**src/rtl/prog_loader_pkg.sv**
```systemverilog
// Shared types for the serial program loader: FSM state encoding and byte geometry.
// PROG_LOADER_PARITY_EN widens the shift register so it can hold a whole byte while the parity bit arrives.
package prog_loader_pkg;

    typedef enum logic [1:0] {
        IDLE = 2'd0,
        DATA = 2'd1,
        PAR  = 2'd2,
        DONE = 2'd3
    } state_t;

    localparam int BYTE_W = 8;

`ifdef PROG_LOADER_PARITY_EN
    localparam int SHIFT_W = BYTE_W;
`else
    localparam int SHIFT_W = BYTE_W - 1;
`endif

endpackage

```
**src/rtl/prog_mem.sv**
```systemverilog
// DEPTH x 8 program register file: synchronous write, combinational read, async active-low clear.
// Build option PROG_LOADER_PARITY_EN does not affect this module.
module prog_mem
    import prog_loader_pkg::*;
#(
    parameter int N = 2
) (
    input  logic              i_clk,
    input  logic              i_rst_n,
    input  logic              i_we,
    input  logic [N-1:0]      i_waddr,
    input  logic [BYTE_W-1:0] i_wdata,
    input  logic [N-1:0]      i_raddr,
    output logic [BYTE_W-1:0] o_rdata
);

    localparam int DEPTH = 2 ** N;

    logic [BYTE_W-1:0] r_mem [DEPTH];

    always_ff @(posedge i_clk or negedge i_rst_n) begin
        if (!i_rst_n) begin
            for (int i = 0; i < DEPTH; i++) begin
                r_mem[i] <= '0;
            end
        end else if (i_we) begin
            r_mem[i_waddr] <= i_wdata;
        end
    end

    assign o_rdata = r_mem[i_raddr];

endmodule

```
**src/rtl/prog_loader.sv**
```systemverilog
// Serial program loader: shifts MSB-first bytes into prog_mem while holding the CPU in reset.
// Define PROG_LOADER_PARITY_EN for 9-bit frames (8 data + even parity) with a PAR state.
module prog_loader
    import prog_loader_pkg::*;
#(
    parameter int N = 2
) (
    input  logic              clk,
    input  logic              rst,
    input  logic              load,
    input  logic              bit_valid,
    input  logic              bit_in,
    input  logic [N-1:0]      rd_addr,
    output logic [BYTE_W-1:0] rd_data,
    output logic              hold,
    output logic [N:0]        count,
    output logic              done,
    output logic              err
);

    state_t             r_state;
    logic [SHIFT_W-1:0] r_shift;
    logic [2:0]         r_bitcnt;
    logic [N:0]         r_count;
    logic               r_hold;
    logic               r_done;
    logic               r_err;

    logic               w_byte_end;
    logic               w_par_ok;
    logic               w_full;
    logic               w_we;
    logic [BYTE_W-1:0]  w_byte;

    // A byte completes on the last accepted bit of its frame; load low always wins.
    always_comb begin
`ifdef PROG_LOADER_PARITY_EN
        w_byte     = r_shift;
        w_par_ok   = ~(^r_shift ^ bit_in);
        w_byte_end = load && bit_valid && (r_state == PAR);
`else
        w_byte     = {r_shift, bit_in};
        w_par_ok   = 1'b1;
        w_byte_end = load && bit_valid && (r_state == DATA) && (r_bitcnt == 3'd7);
`endif
        w_full = r_count[N];
        w_we   = w_byte_end && !w_full && w_par_ok;
    end

    always_ff @(posedge clk or negedge rst) begin
        if (!rst) begin
            r_state  <= IDLE;
            r_shift  <= '0;
            r_bitcnt <= '0;
            r_count  <= '0;
            r_hold   <= 1'b0;
            r_done   <= 1'b0;
            r_err    <= 1'b0;
        end else begin
            r_done <= 1'b0;
            case (r_state)
                IDLE: begin
                    if (load) begin
                        r_state  <= DATA;
                        r_hold   <= 1'b1;
                        r_count  <= '0;
                        r_err    <= 1'b0;
                        r_bitcnt <= '0;
                        r_shift  <= '0;
                    end
                end
                DATA, PAR: begin
                    if (!load) begin
                        r_state <= DONE;
                        r_done  <= 1'b1;
                        if ((r_bitcnt != 3'd0) || (r_state == PAR)) begin
                            r_err <= 1'b1;
                        end
                    end else if (bit_valid) begin
                        if (r_state == DATA) begin
                            r_shift  <= {r_shift[SHIFT_W-2:0], bit_in};
                            r_bitcnt <= r_bitcnt + 3'd1;
`ifdef PROG_LOADER_PARITY_EN
                            if (r_bitcnt == 3'd7) begin
                                r_state <= PAR;
                            end
                        end else begin
                            r_state <= DATA;
`endif
                        end
                        if (w_byte_end) begin
                            if (w_full || !w_par_ok) begin
                                r_err <= 1'b1;
                            end else begin
                                r_count <= r_count + 1'b1;
                            end
                        end
                    end
                end
                DONE: begin
                    r_state <= IDLE;
                    r_hold  <= 1'b0;
                end
                default: begin
                    r_state <= IDLE;
                    r_hold  <= 1'b0;
                end
            endcase
        end
    end

    prog_mem #(.N(N)) u_mem (
        .i_clk   (clk),
        .i_rst_n (rst),
        .i_we    (w_we),
        .i_waddr (r_count[N-1:0]),
        .i_wdata (w_byte),
        .i_raddr (rd_addr),
        .o_rdata (rd_data)
    );

    assign hold  = r_hold;
    assign count = r_count;
    assign done  = r_done;
    assign err   = r_err;

endmodule

```
**config.mk**
```make
export PLATFORM = sky130hd
export DESIGN_NAME = prog_loader
export DESIGN_NICKNAME = d
export VERILOG_FILES = /design/src/rtl/prog_loader_pkg.sv /design/src/rtl/prog_mem.sv /design/src/rtl/prog_loader.sv
export SDC_FILE = /design/constraint.sdc
export NUM_CORES = 1
export LEC_CHECK = 0
export CORE_UTILIZATION = 57
export CTS_CLUSTER_DIAMETER = 40
export DETAILED_ROUTE_END_ITERATION = 6
export HOLD_SLACK_MARGIN = 0.15
export PLACE_DENSITY = 0.79
export SYNTH_ARGS = -nofsm -noshare
export SYNTH_HDL_FRONTEND = slang
export SYNTH_HIERARCHICAL = 1
export SYNTH_SLANG_ARGS = --single-unit
```
**constraint.sdc**
```tcl
create_clock -name clk -period 2.3 [get_ports clk]
set_clock_uncertainty 0.05 [all_clocks]
set_input_delay 0.46 -clock clk [delete_from_list [all_inputs] [get_ports clk]]
set_output_delay 0.46 -clock clk [all_outputs]
set_load 0.1 [all_outputs]
```
# After elaboration in Yosys (flattened, before gate mapping)

Cells that the tools add are included.

Register bits after elaboration: 50
Input bits: 7
Output and inout bits: 14
Logic and storage cells: 87

$add $sub $neg: 2
$lt $le $gt $ge: 3
Equality and inequality tests: 15
Multiplexer cells: 35
Bitwise gates (word level): 2
Reductions and logical operators: 18

Operators with widths:

| kind                                                          | count |
|---|---|
| 32-bit bitwise mux                                            | 1 |
| 7-bit 2-to-1 mux                                              | 4 |
| 3-bit 2-to-1 mux                                              | 8 |
| 8-bit 2-to-1 mux                                              | 3 |
| 8-bit binary-select mux with 2-bit select                     | 1 |
| 8-bit demux with 2-bit select                                 | 1 |
| 2-bit != test, second input constant                          | 7 |
| 7-bit one-hot mux with 2 select lines                         | 1 |
| 3-bit != test, second input constant                          | 4 |
| 3-bit one-hot mux with 2 select lines                         | 2 |
| 6-bit AND reduction                                           | 2 |
| 5-bit AND reduction                                           | 2 |
| 1-bit 2-to-1 mux                                              | 9 |
| 3-bit by 1-bit adder with 3-bit output, second input constant | 2 |
| 3-bit >= comparator, second input constant                    | 2 |
| 2-bit NOT with 3-bit output                                   | 2 |
| 2-bit one-hot mux with 3 select lines                         | 1 |
| 1-bit logical AND                                             | 5 |
| 2-bit equality test, second input constant                    | 2 |
| 2-bit 2-to-1 mux                                              | 2 |
| 1-bit one-hot mux with 2 select lines                         | 2 |
| 2-bit AND reduction                                           | 2 |
| 2-bit nonzero test                                            | 2 |
| 3-bit equality test, second input constant                    | 1 |
| 7 further kinds                                               | 7 |

# Depth between registers and ports, before layout

Gate-level depths: netlist (run 1).

Word-level depth: 7
Gate-level depth with buffers: 7
Gate-level depth less buffers: 6

# Hierarchy

The synthesis (run 1) kept the hierarchy.

Modules (own cells, without submodules):

| module      | instances | cells each | area an instance (um^2) | sequential area each (um^2) |
|---|---|---|---|---|
| prog_mem    | 1         | 78         | 1401.3                  | 800.8 |
| prog_loader | 1         | 86         | 948.4                   | 450.4 |

# Worst setup path before layout (run 1)

OpenSTA, ideal clock, no wires.

Kind: flip-flop to flip-flop
From: reg r_count[2], in the netlist count[2]
To: reg u_mem/r_mem[24] in the netlist's numbering
Setup time: 0.125 ns
Arrival time: 1.988 ns
Required time: 2.125 ns
Setup slack: 0.137 ns
Cell stages (with the launch flop): 4
Path buffers: 0
Period minus slack after synthesis: 2.163 ns
Path through: dfrtp_1 nor2_1 nor3b_4 mux2_2

Word-level cells in the longest chain between the ends: 2

Ends and longest elaborated chain:

| element                         | RTL line          | text |
|---|---|---|
| from (decl)                     | prog_loader.sv:24 | `logic [N:0] r_count;` |
| from (signal assigned)          | prog_loader.sv:95 | `r_count <= r_count + 1'b1;` |
| 1-bit logical NOT               | prog_loader.sv:47 | `w_we = w_byte_end && !w_full && w_par_ok;` |
| 1-bit logical AND               | prog_loader.sv:47 |  |
| net w_we                        | prog_loader.sv:32 | `logic w_we;` |
| to (signal, indexed assignment) | prog_mem.sv:27    | `r_mem[i_waddr] <= i_wdata;` |
| to (decl)                       | prog_mem.sv:19    | `logic [BYTE_W-1:0] r_mem [DEPTH];` |

The timed path passes the listed nets, and every way through them passes these cells.
A chain may end at the register's enable or synchronous reset.

# Worst setup path in the final report (run 1)

From: in rd_addr[1]
To: out rd_data[4]

Word-level cells in the longest chain between the ends: 4

Ends and longest elaborated chain:

| element                                             | RTL line          | text |
|---|---|---|
| from (decl)                                         | prog_loader.sv:13 | `input logic [N-1:0] rd_addr,` |
| 2-bit NOT with 3-bit output (implied by the code)   | prog_mem.sv:31    | `assign o_rdata = r_mem[i_raddr];` |
| 8-bit binary-select mux with 2-bit select           | prog_mem.sv:31    |  |
| 8-bit 2-to-1 mux (implied by the code) (2 in a row) | prog_mem.sv:31    |  |
| to (decl)                                           | prog_loader.sv:14 | `output logic [BYTE_W-1:0] rd_data,` |

Every way passes these cells. The select of a mux whose other input is x is not followed.

==> metrics.md, run 1 <==
| Metric | Value |
|---|---|
| Vias per inst | between 6 and 7 |
| Die Y | roughly 66 um |
| Synth top area share | 53.2% |
| Post-synthesis share of cell area spent on xor and xnor gates | 0% |
| Mapped Cells | around 160 |
| Tmin final | 2.16 ns |
| First-pass GRT wire length | slightly below 8000 um |
| Finished Layout Cells | around 240 |
| Floorplan row count | 22 |
| Top-Level Pins | 21 |
| Max-slew violations | 0 |
| Max_slew headroom | about three quarters |
| Power Dens Cells | 894 mW/mm2 |
| Routed vias | 1,502 |
| Reg-to-reg startpoint | r_state[1] |
| Compound-cell area share of the yosys netlist | 8.73% |
| Most frequent cells in the layout | dfrtp_1 (50), mux2_2 (32), buf_12 (12) |
| Maximum fanout along the worst path | 8 |
| Total CTS buffers | 5 |
| Hold Violations, Final | 0 |
| Pleak | between 1 and 1.5 nW |
| Placed cells | 233 |
| CTS Sinks | 50 |
| Top_reg_cell synth | dfrtp_1 |
| Post-synth top area cell | dfrtp_1 |
| Worst-case reg-to-reg path depth | 7 |
| Ys Warns | 6 |
| Area of the die | 0.00438 mm2 |
| Outcome | finished clean |
| HP Class | register to register |
| Yosys cell types | 33 |
| Starting Density | ~62% |
| Root buffer cell | clkbuf_8 |
| 1st-iter DRT viols | 87 |
| Final setup viols | 0 |
| Req. time, crit path | between 1.5 and 2 ns |
| Die Span X | approximately 66 um |
| Worst-case clock buffer depth | 2 |
| Commonest non-fill, non-tap cell in the layout | dfrtp_1 |
| Setup slack, reg-to-reg | approximately 0.16 ns |
| Worst-Skew Late Latency | approximately 0.30 ns |
| Hold endpoint | u_mem/r_mem[10] |
| Largest family of logic cells by synthesized area | multiplexers |
| Sequential area share after synthesis | a little over half |
| Hold Path Cell Cnt | 1 |
| Diodes inserted | 0 |
| Hpwl dp | between 3000 and 4000 um |
| Crit Path Category | input pin to primary output |
| TritonCTS clock tree | yes |
| Final Wtd Congestion | 0.804 |
| Nets | 209 |
| Post-synth ARST share | 100% |
| Vias in the first global route | 1,592 |
| Syn Area/Cell | 14.3 um2 |
| Area delta synth->final | 20.6% |
| Syn_nets | 180 |
| Critical Path Sink Type | primary output |
| FF+latch count, synth | 50 |
| H-tree depth | 2 |
| Largest net degree at the start of global routing | a little over 50 |
| Worst-Margin Slew | approximately 0.37 ns |
| Max-cap violations | 0 |
| Total wire length | around 4700 um |
| RR Endpoint | u_mem/r_mem[21] |
| Crit path from | rd_addr[1] |
| Setup TNS Final | 0 ns |
| Hold WS | between 0.4 and 0.5 ns |
| Routed len/inst | approximately 20 um |
| GRT Total Usage | roughly 25% |
| Post-synthesis mux area share | between 20% and 30% |
| # DRC | 0 |
| Fin area | roughly 0.0028 mm2 |
| Detail Route Antenna Nets | 0 |
| Worst-path clk slew | 0.09 ns |
| Critical Path Start Type | input pin |
| Initial DRT Pass Iterations | 4 |
| Total global routing overflow | 0 |
| RSZ-0062 raised after global routing | no |
| Mapped Area | approximately 0.0023 mm2 |
| Post-synth EDFFs | 0 |
| Adder-cell share of the synthesized area | around 4.8% |
| Worst Path Arrival | 1.65 ns |
| Simple-gate share of the synthesized area | around 6.7% |
| Layout cells sized above 1 | approximately two fifths |
| Worst VDD drop | around 650 uV |
| Most area-consuming cells after synthesis | dfrtp_1 (53%), mux2_2 (15%), mux4_2 (7.7%) |
| Buffers on Ports | 20 |
| # fillers | about 240 |
| Max Clock Freq | between 400 and 500 MHz |
| Core Region | ~0.0038 mm2 |
| Hold Path Origin | u_mem/r_mem[10] |
| Tcrit/Tclk final | a little over nine tenths |
| Area after DPL | approximately 0.0027 mm2 |
| Initial antenna violation count | 0 |
-- cells by family after synthesis --
group,Yosys count
AO/OA/AOI/OAI,27
AND/OR/NAND/NOR,23
multiplexers,41
adder cells (fa/ha/maj),9
flip-flops,50
buffers and inverters,14
-- critical path, cell delays in order --
cell	delay (ns)
clkdlybuf4s50_1	0.51
buf_12	0.14
mux4_2	0.34
buf_12	0.19
-- final cells by class --
cell class / count / area (um2) / area share [%]
inverter: 8 / 30.0 / 1.06
timing repair buffer: 28 / 372 / 13.1
tap: 48 / 60.1 / 2.12
clock buffer: 6 / 82.6 / 2.92
clock inverter: 2 / 12.5 / 0.442
multi-input combinational: 100 / 1020 / 36.2
sequential: 50 / 1250 / 44.2
-- per-stage QoR --
| step | setup WS [ns] | utilization (%) | power [mW] |
|---|---|---|---|
| 2_1_floorplan | 0.137 | - | 1.79 |
| 3_5_place_dp | -0.0658 | 71.8 | 2.02 |
| 4_1_cts | 0.133 | 74.6 | 2.54 |
| 3_3_place_gp | -0.0639 | 71.8 | 1.95 |
| 6_report | 0.143 | 74.6 | 2.53 |
| 5_1_grt | 0.0626 | 74.6 | 2.65 |
-- worst max-delay path by stage --
stage                                 end
after floorplan           u_mem/r_mem[24]
after global placement         rd_data[3]
after detailed placement       rd_data[4]
after CTS                      rd_data[4]
after global routing      u_mem/r_mem[21]
final                          rd_data[4]
-- sequential cells by signal, summed over array words and instances (netlist names) --
signal and count:
done 1, r_bitcnt 3, err 1, count 3, u_mem/r_mem 32, hold 1, r_shift 7, r_state 2
-- synthesized netlist by cell type, types with 2 or more instances --
| cell type | n |
|---|---|
| inv_1 | 8 |
| a22o_1 | 9 |
| buf_2 | 2 |
| nand3b_2 | 2 |
| a21oi_1 | 7 |
| nor2_1 | 4 |
| o21ai_0 | 5 |
| nand2_1 | 5 |
| buf_6 | 2 |
| ha_1 | 9 |
| dfrtp_1 | 50 |
| nand4_1 | 2 |
| mux2_2 | 32 |
| mux4_2 | 8 |
-- where the power goes --
group	internal (mW)	switching, mW
sequential	0.994	0.143
clock	0.242	0.280
combinational	0.282	0.591
-- routing by layer --
layer	wire [um]	vias to the layer above	GRT usage, %
li1	-	670	-
met1	2070	795	32.3
met2	2470	32	41.7
met3	154	5	4.83
met4	51	0	8.51
met5	0	-	0
-- timing repair --
item | CTS | global route
setup buffers | 0 | 0
endpoints found under the setup margin | 8 | 0
gates resized for setup | 1 | 0
hold buffers | 1 | 0
hold endpoints to repair | 50 | 0
(Power assumes the default switching activity.)
==> inputs of run 2 (changes only) <==
--- a/config.mk
+++ b/config.mk
@@ -5,11 +5,14 @@
 export SDC_FILE = /design/constraint.sdc
 export NUM_CORES = 1
 export LEC_CHECK = 0
-export CORE_UTILIZATION = 57
+export CORE_UTILIZATION = 60
 export CTS_CLUSTER_DIAMETER = 40
 export DETAILED_ROUTE_END_ITERATION = 6
+export DONT_BUFFER_PORTS = 1
 export HOLD_SLACK_MARGIN = 0.15
-export PLACE_DENSITY = 0.79
+export MAX_ROUTING_LAYER = met4
+export PLACE_DENSITY = 0.76
+export REMOVE_ABC_BUFFERS = 1
 export SYNTH_ARGS = -nofsm -noshare
 export SYNTH_HDL_FRONTEND = slang
 export SYNTH_HIERARCHICAL = 1
==> run 2 against run 1 <==
Combinational power fell by 5.8%. Die area fell by 4.8%. Register-to-register slack got worse by 0.02 ns. Cell count fell by 7.0%. Clock-buffer cell count fell by 1. Sequential cell count did not move. Critical path depth rose by 3. First-iteration DRC count rose by 3.4%. Sequential power barely moved. Setup slack got worse by 0.0058 ns. Worst hold slack got worse by 0.20 ns. Critical endpoint is now u_mem/r_mem[9]. Largest cell class unchanged. Largest power group unchanged.
==> metrics.md, run 2 (synthesis gave the netlist of run 1 again) <==
| Metric | Value |
|---|---|
| Routed len/inst | 19.7 um (+0.59%) |
| H-tree depth | 2 (unchanged) |
| Buf/Inv on CP | 2 (-1) |
| RSZ-0062 raised after global routing | no |
| Req. time, crit path | 2.43 ns (+0.64 ns) |
| Area delta synth->final | 10.4% |
| Power Dens Cells | 980 mW/mm2 (+9.6%) |
| Max-slew violations | 0 (unchanged) |
| TritonCTS clock tree | yes |
| Critical Path Sink Type | register |
| # fillers | 263 (+10%) |
| Reg power frac | 44.4% (-0.5 points) |
| Floorplan row count | 22 (unchanged) |
| Diodes inserted | 0 (unchanged) |
| Internal | 1.58 mW (+3.8%) |
| Max reg flops | 32 (unchanged) |
| Worst path slowest cell | dfrtp_1 |
| Cell family with most CP delay | simple AND/OR/NAND/NOR gates |
| Clock network fraction of total power | 23.2% (+2.6 points) |
| Crit-path cells | inv_1, ha_1, nand4_1, nor2_1, buf_4, nand3b_2, mux2_2 |
| Pwr Total | 2.54 mW (+0.44%) |
| Hpwl dp | 2930 um (-11%) |
| Root buffer cell | clkbuf_8 |
| Worst Path Arrival | 2.30 ns (+0.65 ns) |
| Largest net degree at the start of global routing | 51 (unchanged) |
| HP Class | input pin to register |
| Layout cells sized above 1 | 36.2% (-3.5 points) |
| Multi-input logic area | 0.00102 mm2 (unchanged) |
| Storage element area | 0.00125 mm2 (unchanged) |
| Pleak | 1.26 nW (-7.4%) |
| Hold Violations, Final | 0 (unchanged) |
| Total wire length | 4430 um (-6.5%) |
| Core Region | 0.00372 mm2 (-2.2%) |
| Die Y | 64.6 um (-2.5%) |
| Switching pwr | 967 uW (-4.7%) |
| Vias in the first global route | 1,527 (-4.1%) |
| Max-cap violations | 0 (unchanged) |
| Final Wtd Congestion | 0.869 (+8.1%) |
| # DRC | 0 (unchanged) |
| Crit Path Category | register to register |
| Switch share | 38.0% (-2.0 points) |
| Worst-case clock buffer depth | 2 (unchanged) |
| Comb power frac | 32.3% (-2.2 points) |
| Detail Route Antenna Nets | 0 (unchanged) |
| Critical Path Start Type | register |
| Worst-Margin Slew | 0.523 ns (+0.148 ns) |
| Most frequent cells in the layout | dfrtp_1 (50), mux2_2 (32), a22o_1 (9), ha_1 (9) |
| Buffers on Ports | 0 (-100%) |
| Outcome | finished clean |
| Worst-Skew Late Latency | 0.30 ns (about the same) |
| Max Clock Freq | 462 MHz (-0.27%) |
| Routed vias | 1,402 (-6.7%) |
| Initial antenna violation count | 0 (unchanged) |
| First-pass GRT wire length | 7560 um (-3.6%) |
| Setup TNS Final | 0 ns (unchanged) |
| Tmin final | 2.16 ns (+0.00582 ns) |
| Tcrit/Tclk final | 94.0% (+0.25 points) |
| 1st-iter DRT viols | 90 (+3.4%) |
| Biggest regs | u_mem/r_mem: 32 flops, r_shift: 7 flops |
| Maximum fanout along the worst path | 8 (unchanged) |
| Max_slew headroom | 65.2% (-9.8 points) |
| CTS Sinks | 50 (unchanged) |
| Total CTS buffers | 5 (unchanged) |
| CP peak stage delay | 0.43 ns (-0.08 ns) |
| Starting Density | 63.2% (+1.4 points) |
| GRT Total Usage | 25.5% (+0.61 points) |
| Top-Level Pins | 21 (unchanged) |
| Commonest non-fill, non-tap cell in the layout | dfrtp_1 |
| Vias per inst | 6.23 (+0.39%) |
| Total global routing overflow | 0 (unchanged) |
| Area of the die | 0.00417 mm2 (-4.8%) |
| Die Span X | 64.6 um (-2.5%) |
| Final setup viols | 0 (unchanged) |
| Initial DRT Pass Iterations | 4 (unchanged) |
| Worst VDD drop | 1110 uV (+71%) |
| Worst-path clk slew | 0.08 ns (about the same) |
| Largest Register | u_mem/r_mem |
| Nets | 192 (-8.1%) |
-- run 2: layout make-up --
type / instances / area share [%]
well taps: 48 / 2.31
inverters: 8 / 1.16
multi-input cells: 100 / 39.5
flip-flops and latches: 50 / 48.2
clock buffers: 5 / 2.65
repair buffers: 11 / 4.63
clock inverters: 3 / 1.54
-- run 2: final timing paths --
| check | cells past startpoint | to | slack, ns | start |
|---|---|---|---|---|
| max | 7 | u_mem/r_mem[9] | 0.14 | r_state[1] |
| min | 1 | r_shift[0] | 0.25 | bit_in |
| max reg2reg | 7 | u_mem/r_mem[9] | 0.14 | r_state[1] |
| min reg2reg | 1 | u_mem/r_mem[15] | 0.46 | u_mem/r_mem[15] |
| max in group asynchronous | 2 | u_mem/r_mem[2] | 1.34 | rst |
| min in group asynchronous | 2 | r_shift[6] | 0.65 | rst |
-- run 2: worst reg2reg max path, cell delays in order (launching register included) --
cell and delay (ns):
dfrtp_1 0.43, inv_1 0.11, ha_1 0.22, nand4_1 0.16
nor2_1 0.25, buf_4 0.18, nand3b_2 0.27, mux2_2 0.38
-- run 2: power groups by stage --
stage / registers, mW / logic (mW) / clock network, mW
3_5_place_dp: 1.15 / 0.790 / 0
6_report: 1.13 / 0.822 / 0.591
4_1_cts: 1.13 / 0.823 / 0.607
5_1_grt: 1.15 / 0.887 / 0.646
2_1_floorplan: 1.34 / 0.409 / 0
3_3_place_gp: 1.13 / 0.760 / 0
-- run 2: what timing repair did --
action                                  in CTS  in global routing
hold buffers                                 2                  1
endpoints found under the hold margin       50                  1
gates resized for setup                      0                  0
setup buffers                                0                  1
endpoints found under the setup margin       0                  8
-- run 2: stage by stage --
step	area, um2	cells	setup slack (ns)	hold WS [ns]	util [%]
2_1_floorplan	2310	158	0.137	0.114	-
3_3_place_gp	2420	213	0.268	0.115	65.1
3_5_place_dp	2420	213	0.140	0.115	65.1
4_1_cts	2560	223	0.0830	0.152	69.0
5_1_grt	2590	225	0.0687	0.244	69.8
6_report	2590	225	0.137	0.252	69.8
-- run 2: routing by layer --
metal  GRT usage [%]  routed length, um  vias to the layer above
li1                -                  -                      635
met1            30.6               1940                      712
met2            42.0               2180                       47
met3            5.28                228                        8
met4            10.6                 81                        0
met5               -                  0                        -
==> inputs of run 3 (changes only) <==
--- a/config.mk
+++ b/config.mk
@@ -5,6 +5,7 @@
 export SDC_FILE = /design/constraint.sdc
 export NUM_CORES = 1
 export LEC_CHECK = 0
+export CORE_MARGIN = 8
 export CORE_UTILIZATION = 60
 export CTS_CLUSTER_DIAMETER = 40
 export DETAILED_ROUTE_END_ITERATION = 6
==> run 3 against run 2 <==
Via count decreased by 0.29%. Critical path depth unchanged. Global-route usage decreased by 9.8 points. Cell count decreased by 0.89%. Power increased by 0.80%. Wire length increased by 1.4%. Sequential share of layout area increased by 0.12 points. Maximum frequency increased by 2.8%. Register-to-register slack improved by 0.06 ns. Core utilization decreased by 0.17 points. Largest cell class unchanged.
==> metrics.md, run 3 (synthesis gave the netlist of run 1 again) <==
| Metric | Value |
|---|---|
| Pwr Total | 2.56 mW (+0.80%) |
| Reg-to-reg startpoint | r_state[1] |
| Total global routing overflow | 0 (unchanged) |
| Nets | 191 (-0.52%) |
| Worst-Margin Slew | 0.534 ns (+0.0105 ns) |
| Total CTS buffers | 5 (unchanged) |
| Buffers on Ports | 0 (unchanged) |
| TritonCTS clock tree | yes |
| Floorplan row count | 22 (unchanged) |
| Max-cap violations | 0 (unchanged) |
| Hold Violations, Final | 0 (unchanged) |
| Pleak | 1.26 nW (-0.38%) |
| Hold Path Origin | load |
| Max reg flops | 32 (unchanged) |
| Power Dens Cells | 990 mW/mm2 (+1.0%) |
| Starting Density | 63.2% (unchanged) |
| Total wire length | 4500 um (+1.4%) |
| # DRC | 0 (unchanged) |
| HP Class | input pin to register |
| Initial DRT Pass Iterations | 4 (unchanged) |
| Layout cells sized above 1 | 36.0% (-0.16 points) |
| Most frequent cells in the layout | dfrtp_1 (50), mux2_2 (32), a22o_1 (9), ha_1 (9) |
| Detail Route Antenna Nets | 0 (unchanged) |
| Hpwl dp | 3100 um (+5.8%) |
| Largest net degree at the start of global routing | 51 (unchanged) |
| Routed vias | 1,398 (-0.29%) |
| Max_slew headroom | 64.5% (-0.70 points) |
| Routing usage on met1 | 18.2% (-12 points) |
| Worst VDD drop | 716 uV (-36%) |
| Maximum fanout along the worst path | 8 (unchanged) |
| Tmin final | 2.10 ns (-0.0593 ns) |
| Max Clock Freq | 475 MHz (+2.8%) |
| CTS Sinks | 50 (unchanged) |
| Routed len/inst | 20.2 um (+2.3%) |
| H-tree depth | 2 (unchanged) |
| Critical Path Sink Type | register |
| Met3 usage | 4.67% (-0.61 points) |
| First-pass GRT wire length | 7470 um (-1.3%) |
| Worst-Skew Late Latency | 0.29 ns (about the same) |
| Core Region | 0.00372 mm2 (unchanged) |
| Tcrit/Tclk final | 91.5% (-2.6 points) |
| Diodes inserted | 0 (unchanged) |
| GRT Total Usage | 15.7% (-9.8 points) |
| Layout Utilization | 69.7% (-0.17 points) |
| 1st-iter DRT viols | 85 (-5.6%) |
| Biggest regs | u_mem/r_mem: 32 flops, r_shift: 7 flops |
| Die Span X | 78.6 um (+22%) |
| Setup TNS Final | 0 ns (unchanged) |
| Die Y | 78.6 um (+22%) |
| # fillers | 262 (-0.38%) |
| RSZ-0062 raised after global routing | no |
| Outcome | finished clean |
| Commonest non-fill, non-tap cell in the layout | dfrtp_1 |
| Worst-case clock buffer depth | 2 (unchanged) |
| Root buffer cell | clkbuf_8 |
| Initial antenna violation count | 0 (unchanged) |
| Crit Path Category | register to register |
| Vias per inst | 6.27 (+0.61%) |
| Max-slew violations | 0 (unchanged) |
| Area delta synth->final | 10.2% |
| Req. time, crit path | 2.43 ns (about the same) |
| Most used routing layer | met2 |
| Met2 usage | 25.7% (-16 points) |
| Final setup viols | 0 (unchanged) |
| Critical Path Start Type | register |
| Worst Path Arrival | 2.24 ns (-0.06 ns) |
| Top-Level Pins | 21 (unchanged) |
| Worst-path clk slew | 0.09 ns (about the same) |
| Vias in the first global route | 1,467 (-3.9%) |
| Area of the die | 0.00617 mm2 (+48%) |
| Largest Register | u_mem/r_mem |
| Final Wtd Congestion | 0.849 (-2.3%) |
| Hold WS | 0.169 ns (-0.0831 ns) |
| Crit path from | r_state[1] |
run 3: cell types whose count changed in the layout (fill, tap and decap cells not counted), sizes merged:
cell,delta
clkbuf,+1
dlygate4sd3,-1
clkinv,-2
run 3: final timing paths:
path | end | slack, ns | cells after the start
max in group asynchronous | u_mem/r_mem[19] | 1.36 | 2
min reg2reg | u_mem/r_mem[14] | 0.46 | 1
max | u_mem/r_mem[23] | 0.20 | 7
max reg2reg | u_mem/r_mem[23] | 0.20 | 7
min | done | 0.17 | 1
min in group asynchronous | r_shift[0] | 0.62 | 2
run 3: cell type report:
cell class                      count  area (um2)  share of cell area, %
Sequential cell                    50        1250                   48.3
Clock inverter                      1        30.0                   1.16
Tap cell                           48        60.1                   2.32
Inverter                            8        30.0                   1.16
Multi-Input combinational cell    100        1020                   39.6
Clock buffer                        6        82.6                   3.19
Timing Repair Buffer               10         110                   4.25
run 3: layer usage:
layer,routed length (um),vias to the layer above
li1,-,624
met1,1920,740
met2,2320,28
met3,204,6
met4,51,0
met5,0,-
run 3: stage by stage:
step           std cells  instance area (um2)  setup slack, ns
3_3_place_gp         213                 2420            0.264
6_report             223                 2590            0.197
3_5_place_dp         213                 2420            0.153
2_1_floorplan        158                 2310            0.137
4_1_cts              222                 2570            0.136
5_1_grt              223                 2590           0.0745
run 3: power breakdown:
part           switching, mW  total, mW  internal, mW
clock network          0.266      0.614         0.348
logic                  0.554      0.815         0.262
registers              0.140       1.13         0.994
total                  0.960       2.56          1.60
run 3: worst max-delay path: stages (launching register included):
cell,delay (ns)
dfrtp_1,0.43
inv_1,0.12
ha_1,0.23
nand4_1,0.16
nor2_1,0.21
buf_4,0.17
nand3b_2,0.25
mux2_2,0.37
run 3: timing repair:
item / in CTS / in global routing
buffers inserted: 0 / 1
hold endpoints to repair: 50 / 0
endpoints found under the setup margin: 0 / 1
resized for setup: 0 / 0
hold buffers: 2 / 0
